`src/rtl/seq_restoring_divider_cntlr_pkg.sv`:
```
`default_nettype none
// ============================================================================
// Module      : seq_restoring_divider_cntlr_pkg
// Description : Shared types and constants for the sequential restoring
//               divider (FSM state encoding, counter sizing, result fill).
// Revision    : 1.0 - initial release
// ============================================================================
package seq_restoring_divider_cntlr_pkg;

    // Controller states; explicit 2-bit encoding keeps the register width fixed.
    typedef enum logic [1:0] {
        ST_IDLE = 2'd0,
        ST_CALC = 2'd1,
        ST_DONE = 2'd2
    } state_t;

    // Each bit of the quotient reported for a divide by zero (all ones).
    localparam logic DBZ_QUOTIENT_FILL = 1'b1;

    // Iteration counter must hold the value n itself, hence n+1 codes.
    function automatic int cnt_width(input int n);
        return $clog2(n + 1);
    endfunction

endpackage : seq_restoring_divider_cntlr_pkg
`default_nettype wire

```
`src/rtl/seq_restoring_divider_datapath.sv`:
```
`default_nettype none
// ============================================================================
// Module      : seq_restoring_divider_datapath
// Description : Remainder/quotient/divisor registers with an N+1-bit trial
//               subtractor. ld_shift=0 loads operands, ld_shift=1 performs one
//               restoring shift-subtract step. q/r present the result of the
//               step that the next shift edge will commit.
// Revision    : 1.0 - initial release
// ============================================================================
module seq_restoring_divider_datapath #(
    parameter int N = 4
) (
    input  logic         clk,
    input  logic         clr_n,
    input  logic         en,
    input  logic         ld_shift,
    input  logic [N-1:0] dividend,
    input  logic [N-1:0] divisor,
    output logic [N-1:0] q,
    output logic [N-1:0] r
);

    logic [N-1:0] r_q, r_d;
    logic [N-1:0] q_q, q_d;
    logic [N-1:0] d_q, d_d;
    logic [N:0]   shifted_r;
    logic [N:0]   trial;
    logic [N-1:0] q_step;
    logic [N-1:0] r_step;

    // One restoring step: shift {R,Q} left, trial-subtract D, the borrow
    // (trial sign bit) decides whether to keep the difference or restore.
    always_comb begin
        shifted_r = {r_q, q_q[N-1]};
        trial     = shifted_r - {1'b0, d_q};
        q_step    = {q_q[N-2:0], ~trial[N]};
        r_step    = trial[N] ? shifted_r[N-1:0] : trial[N-1:0];
    end

    assign q = q_step;
    assign r = r_step;

    // Register next-state: hold, load operands, or commit one step.
    always_comb begin
        r_d = r_q;
        q_d = q_q;
        d_d = d_q;
        if (en) begin
            if (ld_shift) begin
                r_d = r_step;
                q_d = q_step;
            end else begin
                r_d = '0;
                q_d = dividend;
                d_d = divisor;
            end
        end
    end

    // Datapath registers, cleared asynchronously.
    always_ff @(posedge clk or negedge clr_n) begin
        if (!clr_n) begin
            r_q <= '0;
            q_q <= '0;
            d_q <= '0;
        end else begin
            r_q <= r_d;
            q_q <= q_d;
            d_q <= d_d;
        end
    end

endmodule : seq_restoring_divider_datapath
`default_nettype wire

```
`src/rtl/seq_restoring_divider_cntlr.sv`:
```
`default_nettype none
// ============================================================================
// Module      : seq_restoring_divider_cntlr
// Description : Sequential unsigned restoring divider, one quotient bit per
//               clock. FSM controller plus datapath sub-module; results are
//               held in output registers until the next completion.
// Revision    : 1.0 - initial release
// ============================================================================
module seq_restoring_divider_cntlr
    import seq_restoring_divider_cntlr_pkg::*;
#(
    parameter int N = 4
) (
    input  logic         clk,
    input  logic         clr_n,
    input  logic [N-1:0] dividend,
    input  logic [N-1:0] divisor,
    input  logic         start,
    output logic         busy,
    output logic         done,
    output logic         div_by_zero,
    output logic [N-1:0] quotient,
    output logic [N-1:0] remainder
);

    localparam int           CW       = cnt_width(N);
    localparam logic [CW-1:0] CNT_INIT = CW'(N);
    localparam logic [CW-1:0] CNT_ONE  = CW'(1);

    state_t        state_q, state_d;
    logic [CW-1:0] cnt_q, cnt_d;
    logic          dbz_q, dbz_d;
    logic [N-1:0]  quot_q, quot_d;
    logic [N-1:0]  rem_q, rem_d;
    logic          dp_en;
    logic          dp_ld_shift;
    logic [N-1:0]  dp_q;
    logic [N-1:0]  dp_r;

    seq_restoring_divider_datapath #(
        .N (N)
    ) u_datapath (
        .clk      (clk),
        .clr_n    (clr_n),
        .en       (dp_en),
        .ld_shift (dp_ld_shift),
        .dividend (dividend),
        .divisor  (divisor),
        .q        (dp_q),
        .r        (dp_r)
    );

    // Next-state, datapath strobes and result capture. The result registers
    // take the datapath's final step value on the edge that enters DONE, so
    // they are valid in the same cycle done is high.
    always_comb begin
        state_d     = state_q;
        cnt_d       = cnt_q;
        dbz_d       = dbz_q;
        quot_d      = quot_q;
        rem_d       = rem_q;
        dp_en       = 1'b0;
        dp_ld_shift = 1'b0;
        case (state_q)
            ST_IDLE: begin
                if (start) begin
                    dp_en = 1'b1;
                    cnt_d = CNT_INIT;
                    dbz_d = (divisor == '0);
                    if (divisor == '0) begin
                        state_d = ST_DONE;
                        quot_d  = {N{DBZ_QUOTIENT_FILL}};
                        rem_d   = dividend;
                    end else begin
                        state_d = ST_CALC;
                    end
                end
            end
            ST_CALC: begin
                dp_en       = 1'b1;
                dp_ld_shift = 1'b1;
                cnt_d       = cnt_q - CNT_ONE;
                if (cnt_q == CNT_ONE) begin
                    state_d = ST_DONE;
                    quot_d  = dp_q;
                    rem_d   = dp_r;
                end
            end
            ST_DONE: begin
                state_d = ST_IDLE;
            end
            default: begin
                state_d = ST_IDLE;
            end
        endcase
    end

    // Controller and result registers, cleared asynchronously.
    always_ff @(posedge clk or negedge clr_n) begin
        if (!clr_n) begin
            state_q <= ST_IDLE;
            cnt_q   <= '0;
            dbz_q   <= 1'b0;
            quot_q  <= '0;
            rem_q   <= '0;
        end else begin
            state_q <= state_d;
            cnt_q   <= cnt_d;
            dbz_q   <= dbz_d;
            quot_q  <= quot_d;
            rem_q   <= rem_d;
        end
    end

    assign busy        = (state_q == ST_CALC);
    assign done        = (state_q == ST_DONE);
    assign div_by_zero = dbz_q;
    assign quotient    = quot_q;
    assign remainder   = rem_q;

endmodule : seq_restoring_divider_cntlr
`default_nettype wire
```
`config.mk`:
```
export PLATFORM = sky130hd
export DESIGN_NAME = seq_restoring_divider_cntlr
export DESIGN_NICKNAME = d
export VERILOG_FILES = /design/src/rtl/seq_restoring_divider_cntlr_pkg.sv /design/src/rtl/seq_restoring_divider_datapath.sv /design/src/rtl/seq_restoring_divider_cntlr.sv
export SDC_FILE = /design/constraint.sdc
export NUM_CORES = 1
export LEC_CHECK = 0
export CORE_UTILIZATION = 45
export DETAILED_ROUTE_END_ITERATION = 10
export PLACE_DENSITY = 0.77
export SLEW_MARGIN = 20
export SYNTH_ARGS = -nofsm -noshare
export SYNTH_HDL_FRONTEND = slang
export SYNTH_SLANG_ARGS = --single-unit
```
`constraint.sdc`:
```
create_clock -name clk -period 4.6 [get_ports clk]
set_input_delay 0.46 -clock clk [delete_from_list [all_inputs] [get_ports clk]]
set_output_delay 0.46 -clock clk [all_outputs]
set_load 0.02 [all_outputs]
```
==> impl_metrics.csv, run 1 <==
group,metric,value,unit
layout,area_delta_synth_final,17.21,%
routing,drt-total-wl,3.089,mm
layout,final_common_cell,"dfrtp_1",
timing,finalMaxSlewViolations,0,
clock_tree,h-tree-depth,1,
timing,rsz0062_at_grt,"no",
placement,port_buffers,21,
worst_setup_path,criticalPathCategory,"reg2out",
worst_setup_path,reg2reg_slack,2180,ps
worst_setup_path,reg2reg_from,"u_datapath.q_q[3]",
power,power.switching,572.0,uW
routing,routed_via_density,5.382,
power,power_frac_comb,0.582,
worst_setup_path,r2r-end,"remainder[0]",
worst_setup_path,endpoint,"busy",
job,maxCapViolCount,0,
synthesis,synth_ff_type,"dfrtp_1",
clock_tree,numCtsBuffers,3,
clock_tree,clock_latency,330,ps
timing,layout_setup_ws,1829,ps
synthesis,syn_nets,168,
power,p_per_area,728.1,nW/um^2
routing,dr.first_iter.drc_count,45,
power,p_sw_frac,0.4610,
grt,grt_max_degree,27,
placement,hpwlAfterDp,2.318,mm
placement,post-place-ws,1963,ps
placement,routabilityCongestion,0.7661,
worst_setup_path,critPathRequiredTime,4140,ps
synthesis,synth-seq-cells,26,
power,leakage,0.0007357,uW
grt,grt-ovfl-total,0,
synthesis,ys_seq_area_frac,0.4475,
synthesis,syn_avg_cell_area,9.693,um^2
layout,diodes,0,
grt,grt_pass1_vias,1154,
synthesis,synth.distinct_cells,43,
routing,wl_per_cell,14.57,um
worst_setup_path,path_depth,3,
power,p_int,668.8,uW
timing,fmax,360.9,MHz
layout,layout_common_cells,"26 x dfrtp_1, 21 x clkdlybuf4s50_1, 17 x nand2_1",
timing,period_share,0.6024,
floorplanning,boundaryPins,22,
routing,dr.pass1.iters,4,
timing,fin_worst_skew,9.215,ps
worst_setup_path,startpoint_type,"flop",
floorplanning,dieArea,3462,um^2
placement,placed_cells,209,
layout,fin_util,0.5582,
synthesis,async_flop_share,1.000,
clock_tree,path_clk_slew,140,ps
layout,instances_no_fill,212,
routing,ant_nets,0,
clock_tree,cts-root-buf,"clkbuf_4",
outcome,status,"complete, no violations",
worst_setup_path,rr_worst_depth,8,
floorplanning,fp-row-count,20,
worst_setup_path,arrival,2310,ps
clock_tree,cts_resized,0,
floorplanning,start_util,0.4762,
timing,finalSetupTns,0,ps
power,seqPwrFrac,0.337,
clock_tree,tritoncts,"done",
layout,fillers,299,
clock_tree,cts_max_path_buffers,2,
grt,grt_pass1_wl,5.313,mm
worst_setup_path,crit_path_start,"state_q[1]",
grt,grtUsageTotal,0.2078,
timing,period_minus_slack,2771,ps
grt,antenna_found_initial,0,
synthesis,synth_edf_count,0,
synthesis,syn_area,1454,um^2
worst_setup_path,cp_max_fo,17,
worst_setup_path,cp-end-kind,"output port",
worst_setup_path,path_buf_inv,2,
worst_setup_path,cpMaxStageDelayCell,"clkdlybuf4s50_1",
worst_setup_path,path_cells,"nand2b_1 -> inv_2 -> clkdlybuf4s50_1",
floorplanning,chipWidth,58.84,um
routing,via_count,1141,
timing,worst_pin_slew,986.4,ps
routing,drc_errors,0,
clock_tree,clkSinkCount,26,
layout,layout-drive-gt1-share,0.08333,
clock_tree,postCtsSetupRepairBufs,0,
layout,final_nets,188,
power,clkPwrFrac,0.081,
clock_tree,hold_buffers,0,
floorplanning,core-area,3053,um^2
synthesis,ys.warnings.count,0,
power,ir_drop,0.0003474,V
timing,finalHoldViolations,0,
worst_setup_path,cp_slowest_stage_delay,660,ps
synthesis,syn_inst,150,
floorplanning,die_h,58.84,um
timing,finalSetupViolations,0,
worst_setup_path,cp_top_family,"buffers and inverters",
timing,slew_headroom,0.3410,
worst_hold_path,min_path_type,"in2async",
[sequential cells by signal, summed over array words and instances (netlist names)]
signal	flops
u_datapath.r_q	4
state_q	2
div_by_zero	1
quotient	4
cnt_q	3
remainder	4
u_datapath.q_q	4
u_datapath.d_q	4
[synthesized netlist by cell type (2+ instances only)]
cell type | count | area, um^2
or3_1 | 3 | 18.77
clkbuf_1 | 3 | 11.26
mux2i_1 | 2 | 20.02
nor2b_1 | 7 | 43.79
xor2_1 | 2 | 17.52
nand2_1 | 17 | 63.81
nor2_1 | 10 | 37.54
nand3_1 | 4 | 20.02
inv_1 | 8 | 30.03
a21oi_2 | 3 | 26.28
nor2_2 | 3 | 18.77
xnor2_1 | 2 | 17.52
buf_6 | 2 | 22.52
o21ai_0 | 11 | 55.05
a21oi_1 | 10 | 50.05
a22oi_1 | 2 | 15.01
ha_1 | 6 | 75.07
dfrtp_1 | 26 | 650.6
nand3b_1 | 2 | 15.01
nand2b_1 | 4 | 25.02
[final cells by class]
class / count / area, um^2 / share of cell area
inverters: 9 / 33.78 / 0.01982
flip-flops and latches: 26 / 650.6 / 0.3818
multi-input cells: 108 / 724.4 / 0.4251
repair buffers: 22 / 217.7 / 0.1278
clock buffers: 3 / 22.52 / 0.01322
well taps: 44 / 55.05 / 0.03231
[power by group through the flow]
stage               registers, uW  logic [uW]  clock network [uW]
floorplan                     437         514                   0
global placement              420         686                   0
detailed placement            422         723                   0
CTS                           417         727                 101
global route                  432         808                 110
finish                        418         723                 100
[stage by stage]
| stage | instance area [um^2] | hold WS, ps | power, uW |
|---|---|---|---|
| 2_1_floorplan | 1454 | 164.4 | 951.3 |
| 3_3_place_gp | 1682 | 463.9 | 1106 |
| 3_5_place_dp | 1682 | 471.2 | 1145 |
| 4_1_cts | 1704 | 495.6 | 1246 |
| 5_1_grt | 1704 | 498.3 | 1350 |
| 6_report | 1704 | 474.4 | 1241 |
[how the worst min path moves through the flow]
stage | startpoint | endpoint | slack, ps | cells after the start
after global placement | cnt_q[1] | cnt_q[1] | 460 | 2
final | clr_n | u_datapath.r_q[0] | 470 | 2
after floorplan | clr_n | cnt_q[0] | 160 | 0
after global routing | clr_n | u_datapath.r_q[0] | 500 | 2
after detailed placement | cnt_q[1] | cnt_q[1] | 470 | 2
after CTS | clr_n | u_datapath.r_q[0] | 500 | 2
[routing by layer]
layer	track usage	up-vias	part of all wire
met2	0.3506	25	0.50
met4	0.07823	0	0.014
met1	0.2623	550	0.45
met3	0.04176	6	0.040
met5	0	-	0
li1	-	560	-
[cell families after synthesis]
kind of cell | share of synthesized area
AND/OR/NAND/NOR | 0.1997
multiplexers | 0.01377
AO/OA/AOI/OAI | 0.1954
buffers and inverters | 0.05421
XOR/XNOR | 0.02410
flip-flops | 0.4475
adder cells (fa/ha/maj) | 0.06540
No activity file was read; power rests on OpenSTA's default activity.
==> inputs of run 2 (changes only) <==
Clock period 4.6 ns to 2.72 ns, I/O delays scaled along.
==> run 2 against run 1 <==
Effect of this change: wire length fell by 0.65%; critical endpoint is now remainder[2]; critical path depth up 5; via count is 1.4% higher; die area unchanged; clock skew shrank 1.6 ps; clock power increased by 100%; largest cell class unchanged; global-route usage fell by 0.72 points; critical path type is now reg2reg.
==> impl_metrics.csv, run 2 (synthesis gave the netlist of run 1 again) <==
group,metric,value,unit
routing,ant_nets,0,
worst_hold_path,min_path_type,"in2async",
floorplanning,core-area,3053,um^2
timing,period_share,0.8876,
layout,area_delta_synth_final,19.71,%
routing,via_count,1157,
routing,dr.first_iter.drc_count,23,
power,p_per_area,1236,nW/um^2
timing,rsz0062_at_grt,"no",
floorplanning,boundaryPins,22,
timing,fin_worst_skew,7.655,ps
layout,final_nets,191,
clock_tree,cts_max_path_buffers,2,
routing,drt-total-wl,3.069,mm
clock_tree,h-tree-depth,1,
timing,finalMaxSlewViolations,0,
power,ir_drop,0.0006322,V
grt,grt_pass1_vias,1174,
outcome,status,"complete, no violations",
grt,grt_pass1_wl,5.237,mm
routing,drc_errors,0,
clock_tree,clkSinkCount,26,
layout,fillers,279,
worst_setup_path,cp_max_fo,10,
worst_setup_path,cp_slowest_stage_delay,510,ps
worst_setup_path,criticalPathCategory,"reg2reg",
floorplanning,start_util,0.4762,
grt,grtUsageTotal,0.2006,
floorplanning,die_h,58.84,um
layout,multiInputGateArea,724.4,um^2
routing,routed_via_density,5.356,
layout,layout_common_cells,"26 x dfrtp_1, 21 x clkdlybuf4s50_1, 17 x nand2_1",
timing,period_minus_slack,2414,ps
power,leakage,0.0007577,uW
timing,slew_headroom,0.6186,
power,p_total,2151,uW
clock_tree,cts-root-buf,"clkbuf_4",
timing,fmax,414.2,MHz
layout,diodes,0,
worst_setup_path,critPathRequiredTime,2950,ps
worst_setup_path,rr_worst_depth,8,
placement,hpwlAfterDp,2.276,mm
layout,regArea,650.6,um^2
timing,worst_pin_slew,557.6,ps
worst_setup_path,path_cells,"inv_1 -> ha_1 -> fa_1 -> nand2b_1 -> o2bb2ai_2 -> and4_1 -> a2111oi_0 -> a21oi_2",
timing,finalSetupViolations,0,
worst_setup_path,cpMaxStageDelayCell,"a2111oi_0",
clock_tree,cts_resized,0,
timing,hold_ws,275.9,ps
clock_tree,clock_latency,330,ps
floorplanning,dieArea,3462,um^2
timing,finalSetupTns,0,ps
worst_setup_path,startpoint_type,"flop",
placement,port_buffers,21,
clock_tree,numCtsBuffers,3,
routing,wl_per_cell,14.21,um
job,maxCapViolCount,0,
worst_setup_path,cp-end-kind,"flop",
grt,grt-ovfl-total,0,
routing,dr.pass1.iters,4,
clock_tree,tritoncts,"done",
floorplanning,fp-row-count,20,
clock_tree,postCtsSetupRepairBufs,0,
layout,layout-drive-gt1-share,0.1047,
clock_tree,path_clk_slew,150,ps
placement,routabilityCongestion,0.8636,
layout,final_common_cell,"dfrtp_1",
floorplanning,chipWidth,58.84,um
grt,antenna_found_initial,0,
timing,finalHoldViolations,0,
worst_setup_path,arrival,2640,ps
clock_tree,hold_buffers,0,
grt,grt_max_degree,27,
## run 2: changes by cell type in the layout (fill, tap and decap cells not counted), sizes merged
cell | previous run | this run
clkbuf | 3 | 4
buf | 1 | 4
## run 2: worst paths after layout
kind | from | end | slack (ps)
max | u_datapath.q_q[3] | remainder[2] | 310
min | clr_n | remainder[0] | 280
max reg2reg | u_datapath.q_q[3] | remainder[2] | 310
min reg2reg | u_datapath.d_q[0] | u_datapath.d_q[0] | 510
max in group asynchronous | clr_n | quotient[3] | 2180
min in group clk | u_datapath.d_q[0] | u_datapath.d_q[0] | 510
## run 2: stage by stage
stage            util  area [um^2]  cells  setup slack [ps]
4_1_cts        0.5701         1740    216             288.6
2_1_floorplan       -         1454    150             530.1
3_3_place_gp   0.5582         1704    212             456.2
3_5_place_dp   0.5582         1704    212             305.1
5_1_grt        0.5701         1740    216             155.1
6_report       0.5701         1740    216             305.6
## run 2: critical path, delay by kind of cell, from the launching register on
family                     cells  cell delay [ps]
AOI/OAI and AO/OA              3              820
adders and majority gates      2              600
buffers and inverters          1               70
DFF                            1              390
and+or+nand+nor                2              420
## run 2: area by class of cell
cell class	count	share of cell area
Clock buffer	4	0.02085
Inverter	9	0.01941
Multi-Input combinational cell	108	0.4162
Sequential cell	26	0.3738
Tap cell	44	0.03163
Timing Repair Buffer	25	0.1380
## run 2: where the power goes
part           total, uW  internal (uW)  switching (uW)
combinational       1240            544             699
sequential           705            559             146
clock                203           82.1             121
total               2150           1190             966
## run 2: metal layers
metal / track usage / share of wire
met5: 0 / 0
met3: 0.05275 / 0.051
met4: 0.04422 / 0.0065
met1: 0.2436 / 0.45
met2: 0.3555 / 0.49
==> edit 1, RTL diff (flow settings as in run 2) <==
`N` is set to 4 in 2 places; all go to 5.
--- a/src/rtl/seq_restoring_divider_datapath.sv
+++ b/src/rtl/seq_restoring_divider_datapath.sv
@@ -8,7 +8,7 @@
 // Revision    : 1.0 - initial release
 // ============================================================================
 module seq_restoring_divider_datapath #(
-    parameter int N = 4
+    parameter int N = 5
 ) (
     input  logic         clk,
     input  logic         clr_n,
--- a/src/rtl/seq_restoring_divider_cntlr.sv
+++ b/src/rtl/seq_restoring_divider_cntlr.sv
@@ -9,7 +9,7 @@
 module seq_restoring_divider_cntlr
     import seq_restoring_divider_cntlr_pkg::*;
 #(
-    parameter int N = 4
+    parameter int N = 5
 ) (
     input  logic         clk,
     input  logic         clr_n,
Interface: changed (resized dividend, divisor, quotient and remainder); port bits go from 22 to 26. The function was not compared with the original's and may differ.
==> edit 1 against run 2 <==
Setup slack improved by 0.082 ns; area after synthesis grew 13%; largest cell class unchanged; power up 23%; sequential cell count up 5; sequential power is 20% higher; via count up 16%; final area rose by 15%; routed wire length grew 16%; core utilization rose by 1.7 points.
==> edit 1: results (changes against run 2) <==
Parameter                              Value

Outcome
  Status ... finished clean

Pwr
  Static leakage power ... 0.891 nW (+18%)
  Largest vdd supply drop ... 548 µV (-13%)

Route
  Sum of routed wire length over all layers ... 3570 µm (+16%)
  First-pass iteration count of the detailed router ... 5 (+1)
  Routed vias ... 1346 (+16%)
  Detailed router's first-iteration violation count ... 142 (+520%)
  Post-detailed-route via-to-cell ratio ... 5.34 (-0.28%)

Global routing
  Met3 demand-to-capacity share in global routing ... 5.11% (-0.17 points)
  Vias in the first global route ... 1354 (+15%)
  GRT Util Overall ... 20.5% (+0.46 points)
  Largest net degree at the start of global routing ... 32 (+19%)
  First-pass GRT wire length ... 6170 µm (+18%)
  Met1 Track Usage GR ... 24.9% (+0.49 points)
  Antenna violations before repair ... 0 (unchanged)
  Global-route track usage on met2 ... 34.5% (-1.0 points)

Clocking
  Cts repair resizes ... 0 (unchanged)
  Clock Path Buffers ... 2 (unchanged)
  H-tree level count ... 2 (+1)
  Buffer type at the clock tree root ... sky130_fd_sc_hd__clkbuf_4
  Clock transition at the register clock pins on the worst setup and hold paths after CTS ... 0.10 ns (-0.05 ns)
  Number of buffers created by CTS ... 5 (+2)
  Clock network latency to the later pin of the worst-skew pair ... roughly 0.34 ns

STA
  Clock skew ... 0.00681 ns (-0.000840 ns)
  Transition time at the pin with the least slew margin ... 0.760 ns (+0.203 ns)

Placement
  RD Place Congestion ... 0.890 (+3.0%)
  Post-placement cell area ... 1950 µm² (+14%)
  DPL Wire Length ... 2650 µm (+16%)
  Placed Cells incl. Taps ... 245 (+16%)
  Number of buffer cells added on primary ports ... 25 (+19%)

Setup path
  R2R cell count ... 7 (-1)
  Launch point of the critical path ... state_q[0]
  Worst flop-to-flop path startpoint ... u_datapath.r_q[3]
  Setup crit end ... busy
  R2R Path End ... remainder[1]
  Arrival time reported for the critical path endpoint ... 2.06 ns (-0.58 ns)
  Highest net fanout along the worst path ... 13 (+3)
  CP top delay family ... buffers and inverters
  Max stage delay on crit path ... 0.63 ns (+0.12 ns)
  Crit-path slowest cell ... sky130_fd_sc_hd__clkdlybuf4s50_1
  R2r setup slk ... 0.49 ns (+0.18 ns)

Yosys
  Post-synthesis net count ... 199 (+18%)
  Area contributors post-synth ... sky130_fd_sc_hd__dfrtp_1 47%, sky130_fd_sc_hd__nand2_1 7.1%, sky130_fd_sc_hd__ha_1 5.3%
  Most used DFF post-synth ... sky130_fd_sc_hd__dfrtp_1
  Unique cell type count in the Yosys netlist ... 35 (-19%)
  Count of warnings emitted by yosys ... 0 (unchanged)
  Post-Synthesis Cells ... 178 (+19%)
  Ranking of synthesized cells by instance count ... 31 x sky130_fd_sc_hd__dfrtp_1, 31 x sky130_fd_sc_hd__nand2_1, 15 x sky130_fd_sc_hd__nor2_1
  Proportion of register bits with asynchronous set or reset after synthesis ... 100% (unchanged)
  Portion of the post-synthesis area used by sequential elements ... 47.1% (+2.3 points)

Finish
  FILL cells ... 311 (+11%)
  Share of cells above drive strength 1 ... 8.25% (-2.2 points)
  Count of nets after finishing ... 227 (+19%)

Worst hold path
  Hold crit path type ... in -> async
==> edit 1: cell count changes after synthesis, moves of 3 or more <==
cell,delta
sky130_fd_sc_hd__nand2_1,+14
sky130_fd_sc_hd__buf_2,+5
sky130_fd_sc_hd__dfrtp_1,+5
sky130_fd_sc_hd__nor2_1,+5
sky130_fd_sc_hd__a21oi_1,+3
sky130_fd_sc_hd__a21oi_2,-3
sky130_fd_sc_hd__inv_1,+3
sky130_fd_sc_hd__nor2_2,-3
sky130_fd_sc_hd__o21ai_0,+3
==> edit 1: worst min path at each step <==
stage | slack [ns] | cells after the start | end
3_5_place_dp | 0.47 | 2 | cnt_q[1]
4_1_cts | 0.34 | 2 | quotient[0]
5_1_grt | 0.36 | 2 | quotient[2]
3_3_place_gp | 0.46 | 2 | cnt_q[1]
6_report | 0.32 | 2 | quotient[0]
2_1_floorplan | -0.02 | 0 | cnt_q[0]
==> edit 1: final cells by class <==
class / instances / area share [%]
multi-input combinational: 128 / 39.6
sequential: 31 / 38.7
timing repair buffer: 29 / 14.0
tap: 46 / 2.87
clock buffer: 6 / 2.56
inverter: 11 / 2.06
clock inverter: 1 / 0.250
==> edit 1: routing by layer <==
layer	vias up	routed length, µm
met5	-	0
met4	0	55
li1	656	-
met3	6	120
met2	30	1830
met1	654	1560
==> edit 1: logic make-up after synthesis <==
| logic type | count (synthesis) | share of synthesized area, % |
|---|---|---|
| flip-flops | 31 | 47.1 |
| AND/OR/NAND/NOR | 67 | 18.4 |
| XOR/XNOR | 3 | 2.73 |
| adder cells (fa/ha/maj) | 8 | 6.53 |
| multiplexers | 4 | 2.51 |
| AO/OA/AOI/OAI | 46 | 18.1 |
| buffers and inverters | 19 | 4.71 |
==> edit 1: worst reg2reg max path, stage by stage, from the launching register on <==
cell and delay [ns]:
sky130_fd_sc_hd__dfrtp_1 0.41, sky130_fd_sc_hd__ha_1 0.35, sky130_fd_sc_hd__a21oi_1 0.25, sky130_fd_sc_hd__nand2_1 0.11, sky130_fd_sc_hd__a31o_4 0.24, sky130_fd_sc_hd__xnor2_4 0.26, sky130_fd_sc_hd__mux2_2 0.39, sky130_fd_sc_hd__a31oi_1 0.15
==> edit 1: through the flow <==
step	worst slack, ns	total power (W)	utilization (%)
6_report	0.388	0.00266	58.7
2_1_floorplan	0.667	0.00194	-
5_1_grt	0.265	0.00288	58.7
4_1_cts	0.402	0.00267	58.7
3_3_place_gp	0.589	0.00232	57.1
3_5_place_dp	0.511	0.00238	57.1
==> edit 1: report_power, final <==
part           switching [W]  internal, W
registers           0.000170     0.000673
clock network       0.000157     0.000120
logic               0.000821     0.000715
